### config.mk
export PLATFORM = sky130hd
export DESIGN_NAME = pipeline_stall_controller
export DESIGN_NICKNAME = d
export VERILOG_FILES = /design/src/rtl/pipeline_stall_controller.sv
export SDC_FILE = /design/constraint.sdc
export NUM_CORES = 1
export LEC_CHECK = 0
export BUFFER_PORTS_ARGS = -buffer_cell sky130_fd_sc_hd__buf_2
export CAP_MARGIN = 20
export CELL_PAD_IN_SITES_DETAIL_PLACEMENT = 1
export CELL_PAD_IN_SITES_GLOBAL_PLACEMENT = 1
export CORE_MARGIN = 1
export CORE_UTILIZATION = 35
export CTS_BUF_LIST = sky130_fd_sc_hd__clkbuf_8
export DETAILED_ROUTE_END_ITERATION = 10
export PLACE_DENSITY = 0.78
export SLEW_MARGIN = 20
export SYNTH_ARGS = -nofsm -noshare
export SYNTH_HDL_FRONTEND = slang
export SYNTH_SLANG_ARGS = --single-unit
export TNS_END_PERCENT = 1
### constraint.sdc
create_clock -name clk -period 1.8 [get_ports clk]
set_input_delay 0.09 -clock clk [delete_from_list [all_inputs] [get_ports clk]]
set_output_delay 0.09 -clock clk [all_outputs]
set_load 0.005 [all_outputs]
### src/rtl/pipeline_stall_controller.sv
// pipeline_stall_controller: freeze/bubble/flush control for a 5-stage pipeline; STALL_PERF_CNT_EN enables the stall counter
module pipeline_stall_controller #(
  parameter int MAX_WAIT = 32,
  parameter int CNT_W    = 16
) (
  input  logic             clk,
  input  logic             rst,
  input  logic             hazard,
  input  logic             branch_taken,
  input  logic             mem_req,
  input  logic             mem_ready,
  output logic             freeze_pc,
  output logic             freeze_if_id,
  output logic             bubble_id_ex,
  output logic             flush_if_id,
  output logic             freeze_back,
  output logic             mem_timeout,
  output logic [CNT_W-1:0] stall_cnt
);
  localparam int WW = $clog2(MAX_WAIT + 1);
  typedef enum logic {RUN, MEM_WAIT} state_t;
  state_t        state_q, state_d;
  logic [WW-1:0] wait_q, wait_d;
  logic          timeout_q, timeout_d;
  logic          miss;
  // Memory miss dominates; once waiting, only mem_ready releases the pipeline
  always_comb begin
    state_d      = state_q;
    wait_d       = wait_q;
    timeout_d    = timeout_q;
    freeze_pc    = 1'b0;
    freeze_if_id = 1'b0;
    bubble_id_ex = 1'b0;
    flush_if_id  = 1'b0;
    freeze_back  = 1'b0;
    miss         = state_q == MEM_WAIT ? !mem_ready : mem_req && !mem_ready;
    if (rst && miss) begin
      freeze_pc    = 1'b1;
      freeze_if_id = 1'b1;
      freeze_back  = 1'b1;
      state_d      = MEM_WAIT;
      wait_d       = state_q == RUN ? WW'(1) : wait_q == WW'(MAX_WAIT) ? wait_q : wait_q + 1'b1;
      timeout_d    = timeout_q | (wait_d == WW'(MAX_WAIT));
    end else if (rst) begin
      flush_if_id  = branch_taken;
      bubble_id_ex = branch_taken | hazard;
      freeze_pc    = !branch_taken && hazard;
      freeze_if_id = !branch_taken && hazard;
      state_d      = RUN;
      wait_d       = '0;
    end
  end
  // Control state, wait counter and sticky timeout
  always_ff @(posedge clk or negedge rst) begin
    if (!rst) begin
      state_q   <= RUN;
      wait_q    <= '0;
      timeout_q <= 1'b0;
    end else begin
      state_q   <= state_d;
      wait_q    <= wait_d;
      timeout_q <= timeout_d;
    end
  end
  assign mem_timeout = timeout_q;
`ifdef STALL_PERF_CNT_EN
  logic [CNT_W-1:0] stall_q;
  logic             stall_any;
  assign stall_any = freeze_pc | freeze_if_id | bubble_id_ex | flush_if_id | freeze_back;
  // Saturating count of cycles with any stall, bubble or flush
  always_ff @(posedge clk or negedge rst) begin
    if (!rst) stall_q <= '0;
    else if (stall_any && stall_q != '1) stall_q <= stall_q + 1'b1;
  end
  assign stall_cnt = stall_q;
`else
  assign stall_cnt = '0;
`endif
endmodule

==> summary.md, run 1 <==
| Metric | Value |
|---|---|
| Initial core utilization | 38.1% |
| Async SR Flop Fraction | 100% |
| # fillers | 221 |
| I/O pins | 28 |
| Commonest cells post-synth | buf_4 (18), dfrtp_1 (8), inv_1 (6), o21ai_0 (4) |
| Avg Inst Size Synth | 8.76 sq um |
| Share of cells above drive strength 1 | 19.5% |
| Synth Cell Area | 666 sq um |
| Area leader, netlist | dfrtp_1 |
| Per-cell routed wire length | 13.2 um |
| DP Worst Slack | 0.198 ns |
| Fin Setup TNS | 0 ns |
| DP Cell Count | 108 |
| Crit path max-delay cell type | dfrtp_1 |
| EDFF count, synth | 0 |
| Yosys warning total | 0 |
| Crit path required time | 1.97 ns |
| Netlist cell types | 35 |
| Worst EP arrival | 1.78 ns |
| Number of nets in the layout | 97 |
| Worst setup SP type | flop |
| Critical-path maximum fanout | 7 |
| CTS clock-pin slew for the worst setup and hold paths | 0.04 ns |
| Worst skew pair latency | 0.23 ns |
| Final wirelength | 1470 um |
| Largest net degree at the start of global routing | 14 |
| GPL Wtd Cong | 0.819 |
| Post-synth top flop | dfrtp_1 |
| Max-slew violations | 0 |
| Finished Core Util | 41.2% |
| Routed via count | 561 |
| Top cells by area, synth | dfrtp_1 (30%), buf_4 (20%), ha_1 (3.8%) |
| Initial antenna violation count | 0 |
| Synth top area share | 30.1% |
| Row count | 15 |
| ANT nets after route | 0 |
| Final worst-path cycle share | 89.6% |
| Gr ovfl total | 0 |
| GR Util All Layers | 17.3% |
| Fin Hold WS | 0.120 ns |
| Clock Skew | 0.00179 ns |
| Hold Vio Cnt, Final | 0 |
| CTS max path bufs | 2 |
| H-tree depth | 1 |
| 1st-pass router iterations | 4 |
| Clock tree from TritonCTS | done |
| Fmax | 0.620 GHz |
| Crit Path Class | flop to flop |
| Post-layout worst setup margin | 0.187 ns |
| Antenna Cells | 0 |
| VDD IR max | 397 uV |
| Area grow syn2layout | 8.08% |
| Flops & latches, synth | 8 |
| Cts bufs inserted | 3 |
| Height of the die | 45.6 um |
| Root buffer cell | clkbuf_8 |
| Clock tree sinks | 8 |
| Cell count after synthesis | 76 |
| Most frequent cell after synthesis | buf_4 |
| Initial drt markers | 9 |
| Hold Crit Class | input pin to flop |
| Post-DP Area | 668 sq um |
| Die W | 45.6 um |
| Non-Filler Instances | 112 |
| Core Area | 1750 sq um |
| Setup violations, final | 0 |
| RSZ-0062 raised after global routing | no |
| Drt drc | 0 |
| Port bufs | 11 |
| CP Cell Sequence | inv_1 > ha_1 > a311o_2 > nor3b_2 > a21o_1 |
| Sequential area share after synthesis | 30.1% |
| LEAKAGE | 0.382 nW |
| Critical path endpoint category | flop |
| Overall power | 0.488 mW |
| Vias/cell | 5.01 |
| Max Cap Viol | 0 |
| First-pass GRT wire length | 2480 um |
| Vias in the first global route | 551 |
| Status | finished clean |
| Slowest stage delay, CP | 0.46 ns |
| Minimum clock period | 1.61 ns |
| Design area | 719 sq um |
| Placed wire-length estimate | 1070 um |
| Area of the die | 2080 sq um |
| Pwr/cell area | 678 nW/um^2 |
[cell usage in the layout, fill, tap and decap left out, drive strengths merged, types with 2 or more instances in the layout]
cell / instances
nor3: 2
clkbuf: 3
ha: 2
o21ai: 6
conb: 16
dfrtp: 8
buf: 11
nand2b: 2
nand3: 2
inv: 6
xnor2: 2
and3: 3
nand2: 3
[critical path: cells and delay by family (launching register included)]
kind / cells / cell delay [ns]
DFF: 1 / 0.46
adders and majority gates: 1 / 0.26
AOI/OAI and AO/OA: 2 / 0.50
buffers and inverters: 1 / 0.14
and+or+nand+nor: 1 / 0.19
[kinds of logic after synthesis]
family                   synth area share (%)
adder cells (fa/ha/maj)                  3.76
other                                   0.563
buffers and inverters                    24.4
AO/OA/AOI/OAI                            20.7
XOR/XNOR                                 3.95
AND/OR/NAND/NOR                          16.5
flip-flops                               30.1
[where the power goes]
part           leakage, nW  total (mW)  switching [mW]  internal, mW
Combinational        0.251      0.0766          0.0484        0.0282
Sequential           0.109       0.197          0.0101         0.187
Clock               0.0216       0.214          0.0695         0.145
Total                0.382       0.488           0.128         0.360
[layer usage]
metal | global-route usage (%) | vias up | wire length (um)
met5 | 0 | - | 0
met4 | 9.09 | 0 | 14
met3 | 3.57 | 2 | 65
met2 | 29.4 | 22 | 753
met1 | 20.3 | 277 | 639
li1 | - | 260 | -
[registers in the layout, indices dropped and copies added (netlist names)]
register	flops
wait_q	6
state_q	1
mem_timeout	1
[cell type report]
type                    count  area, sq um  area share (%)
clock buffers               3         41.3            5.74
flip-flops and latches      8          200            27.8
well taps                  25         31.3            4.35
inverters                   6         22.5            3.13
repair buffers             12         65.1            9.04
multi-input cells          58          359            49.9
[worst paths after layout]
kind	startpoint	endpoint	slack [ns]	cells past startpoint
worst max-delay path	wait_q[0]	wait_q[3]	0.19	5
worst min-delay path	mem_ready	wait_q[1]	0.12	2
worst max register to register	wait_q[0]	wait_q[3]	0.19	5
worst min register to register	mem_timeout	mem_timeout	0.46	1
max in group asynchronous	rst	state_q	1.01	2
min in group asynchronous	rst	wait_q[4]	0.50	2
[timing repair]
item | CTS | global route
hold endpoints to repair | 8 | 0
hold buffers | 1 | 0
gates resized for setup | 0 | 1
endpoints found under the setup margin | 0 | 1
setup buffers | 0 | 0
(Power assumes the default switching activity.)
==> run 2, diff against run 1 <==
- CELL_PAD_IN_SITES_GLOBAL_PLACEMENT: 1 -> 2
- CORE_UTILIZATION: 35 -> 27
- PLACE_DENSITY: 0.78 -> 0.77
==> summary.md, run 2 (synthesis gave the netlist of run 1 again) <==
| Metric | Value |
|---|---|
| Worst skew pair latency | 0.23 ns (about the same) |
| ANT nets after route | 0 (unchanged) |
| Gr ovfl total | 0 (unchanged) |
| GR Util All Layers | 13.1% (was 17.3%) |
| Clock tree from TritonCTS | done (unchanged) |
| Port bufs | 11 (unchanged) |
| Initial drt markers | 10 (was 9) |
| Per-cell routed wire length | 12.4 um (was 13.2 um) |
| Largest reg by FF count | wait_q (unchanged) |
| Root buffer cell | clkbuf_8 (unchanged) |
| Max-slew violations | 0 (unchanged) |
| Routed via count | 544 (was 561) |
| Gr busiest metal | met2 (unchanged) |
| Final worst-path cycle share | 91.4% (was 89.6%) |
| DP Worst Slack | 0.267 ns (was 0.198 ns) |
| Crit path required time | 1.71 ns (was 1.97 ns) |
| Antenna Cells | 0 (unchanged) |
| Critical-path maximum fanout | 8 (was 7) |
| Initial antenna violation count | 0 (unchanged) |
| Commonest non-fill, non-tap cell in the layout | conb_1 (unchanged) |
| CTS clock-pin slew for the worst setup and hold paths | 0.04 ns (about the same) |
| Initial core utilization | 29.2% (was 38.1%) |
| Setup violations, final | 0 (unchanged) |
| I/O pins | 28 (unchanged) |
| Share of cells above drive strength 1 | 20.5% (was 19.5%) |
| Core Area | 2280 sq um (was 1750 sq um) |
| GPL Wtd Cong | 0.712 (was 0.819) |
| H-tree depth | 1 (unchanged) |
| Worst EP arrival | 1.56 ns (was 1.78 ns) |
| Placed wire-length estimate | 1090 um (was 1070 um) |
| VDD IR max | 283 uV (was 397 uV) |
| Post-DP Area | 679 sq um (was 668 sq um) |
| Hold Vio Cnt, Final | 0 (unchanged) |
| Vias/cell | 4.69 (was 5.01) |
| Clock Skew | 0.00149 ns (was 0.00179 ns) |
| Die W | 51.7 um (was 45.6 um) |
| Clock tree sinks | 8 (unchanged) |
| Hold Crit Class | input pin to flop (unchanged) |
| Row count | 17 (was 15) |
| Most used cell, CP | buf_2 |
| GR Util met1 | 14.2% (was 20.3%) |
| Cts bufs inserted | 3 (unchanged) |
| Commonest cells after routing, fill and taps aside | conb_1 (16), buf_2 (11), dfrtp_1 (8) (unchanged) |
| Height of the die | 51.7 um (was 45.6 um) |
| GR Layer Usage met2 | 20.8% (was 29.4%) |
| Fmax | 0.608 GHz (was 0.620 GHz) |
| Crit path max-delay cell type | dlygate4sd3_1 (was dfrtp_1) |
| Status | finished clean (unchanged) |
| Largest register FFs | 6 (unchanged) |
| Critical path endpoint category | output pin (was flop) |
| Final wirelength | 1440 um (was 1470 um) |
| Largest net degree at the start of global routing | 14 (unchanged) |
| Area of the die | 2670 sq um (was 2080 sq um) |
| First-pass GRT wire length | 2470 um (was 2480 um) |
| CTS max path bufs | 2 (unchanged) |
| CP Cell Sequence | dlygate4sd3_1 > buf_2 > nor2b_1 > o21ai_1 > inv_1 > nor3_1 > buf_2 (was inv_1 > ha_1 > a311o_2 > nor3b_2 > a21o_1) |
| Post-layout worst setup margin | 0.154 ns (was 0.187 ns) |
| Slowest stage delay, CP | 0.53 ns (was 0.46 ns) |
| Fin Hold WS | 0.101 ns (was 0.120 ns) |
| Fin Setup TNS | 0 ns (unchanged) |
| Minimum clock period | 1.65 ns (was 1.61 ns) |
| RSZ-0062 raised after global routing | no (unchanged) |
| 1st-pass router iterations | 4 (unchanged) |
| Drt drc | 0 (unchanged) |
| CP delay by family, top | buffers and inverters (was compound AO/OA/AOI/OAI gates) |
| LEAKAGE | 0.387 nW (was 0.382 nW) |
| Met3 Usage GRT | 3.22% (was 3.57%) |
| Pwr/cell area | 679 nW/um^2 (was 678 nW/um^2) |
| Area grow syn2layout | 9.77% (was 8.08%) |
| Buf/Inv on CP | 4 (was 1) |
| Design area | 731 sq um (was 719 sq um) |
| Worst setup SP type | input pin (was flop) |
| Max Cap Viol | 0 (unchanged) |
| Number of nets in the layout | 98 (was 97) |
| Vias in the first global route | 535 (was 551) |
| Setup bufs post-CTS | 0 (unchanged) |
| Crit Path Class | input pin to output pin (was flop to flop) |
run 2: final timing paths:
| check | startpoint | cells after the start | endpoint | slack (ns) |
|---|---|---|---|---|
| min reg2reg | mem_timeout | 1 | mem_timeout | 0.48 |
| min | mem_ready | 2 | wait_q[1] | 0.10 |
| max | rst | 7 | bubble_id_ex | 0.15 |
| max in group asynchronous | rst | 3 | mem_timeout | 1.22 |
| min in group asynchronous | rst | 2 | wait_q[1] | 0.21 |
| max reg2reg | wait_q[0] | 5 | wait_q[2] | 0.24 |
run 2: final cells by class:
cell class / count / area [sq um]
Fill cell: 279 / 1550
Multi-Input combinational cell: 58 / 359
Sequential cell: 8 / 200
Timing Repair Buffer: 13 / 72.6
Clock buffer: 3 / 41.3
Tap cell: 28 / 35.0
Inverter: 6 / 22.5
run 2: power by group:
group	internal [mW]	switching (mW)	leakage, nW
Combinational	0.0296	0.0466	0.256
Clock	0.146	0.0779	0.0216
Sequential	0.187	0.00999	0.109
Total	0.362	0.135	0.387
run 2: what timing repair did:
item,in CTS,in global routing
endpoints found under the setup margin,0,2
hold buffers,1,0
endpoints found under the hold margin,8,0
gates resized for setup,0,1
run 2: metrics by stage:
stage / total power, mW / utilization (%) / instances
after CTS: 0.499 / 32.1 / 116
after global placement: 0.272 / 29.9 / 112
after global routing: 0.522 / 32.1 / 116
after floorplan: 0.269 / - / 91
after detailed placement: 0.272 / 29.9 / 112
final: 0.496 / 32.1 / 116
run 2: metal layers:
metal	part of all wire [%]	wire (um)
met1	44	632
met2	50	712
met3	3.2	46
met4	3.2	46
met5	0	0
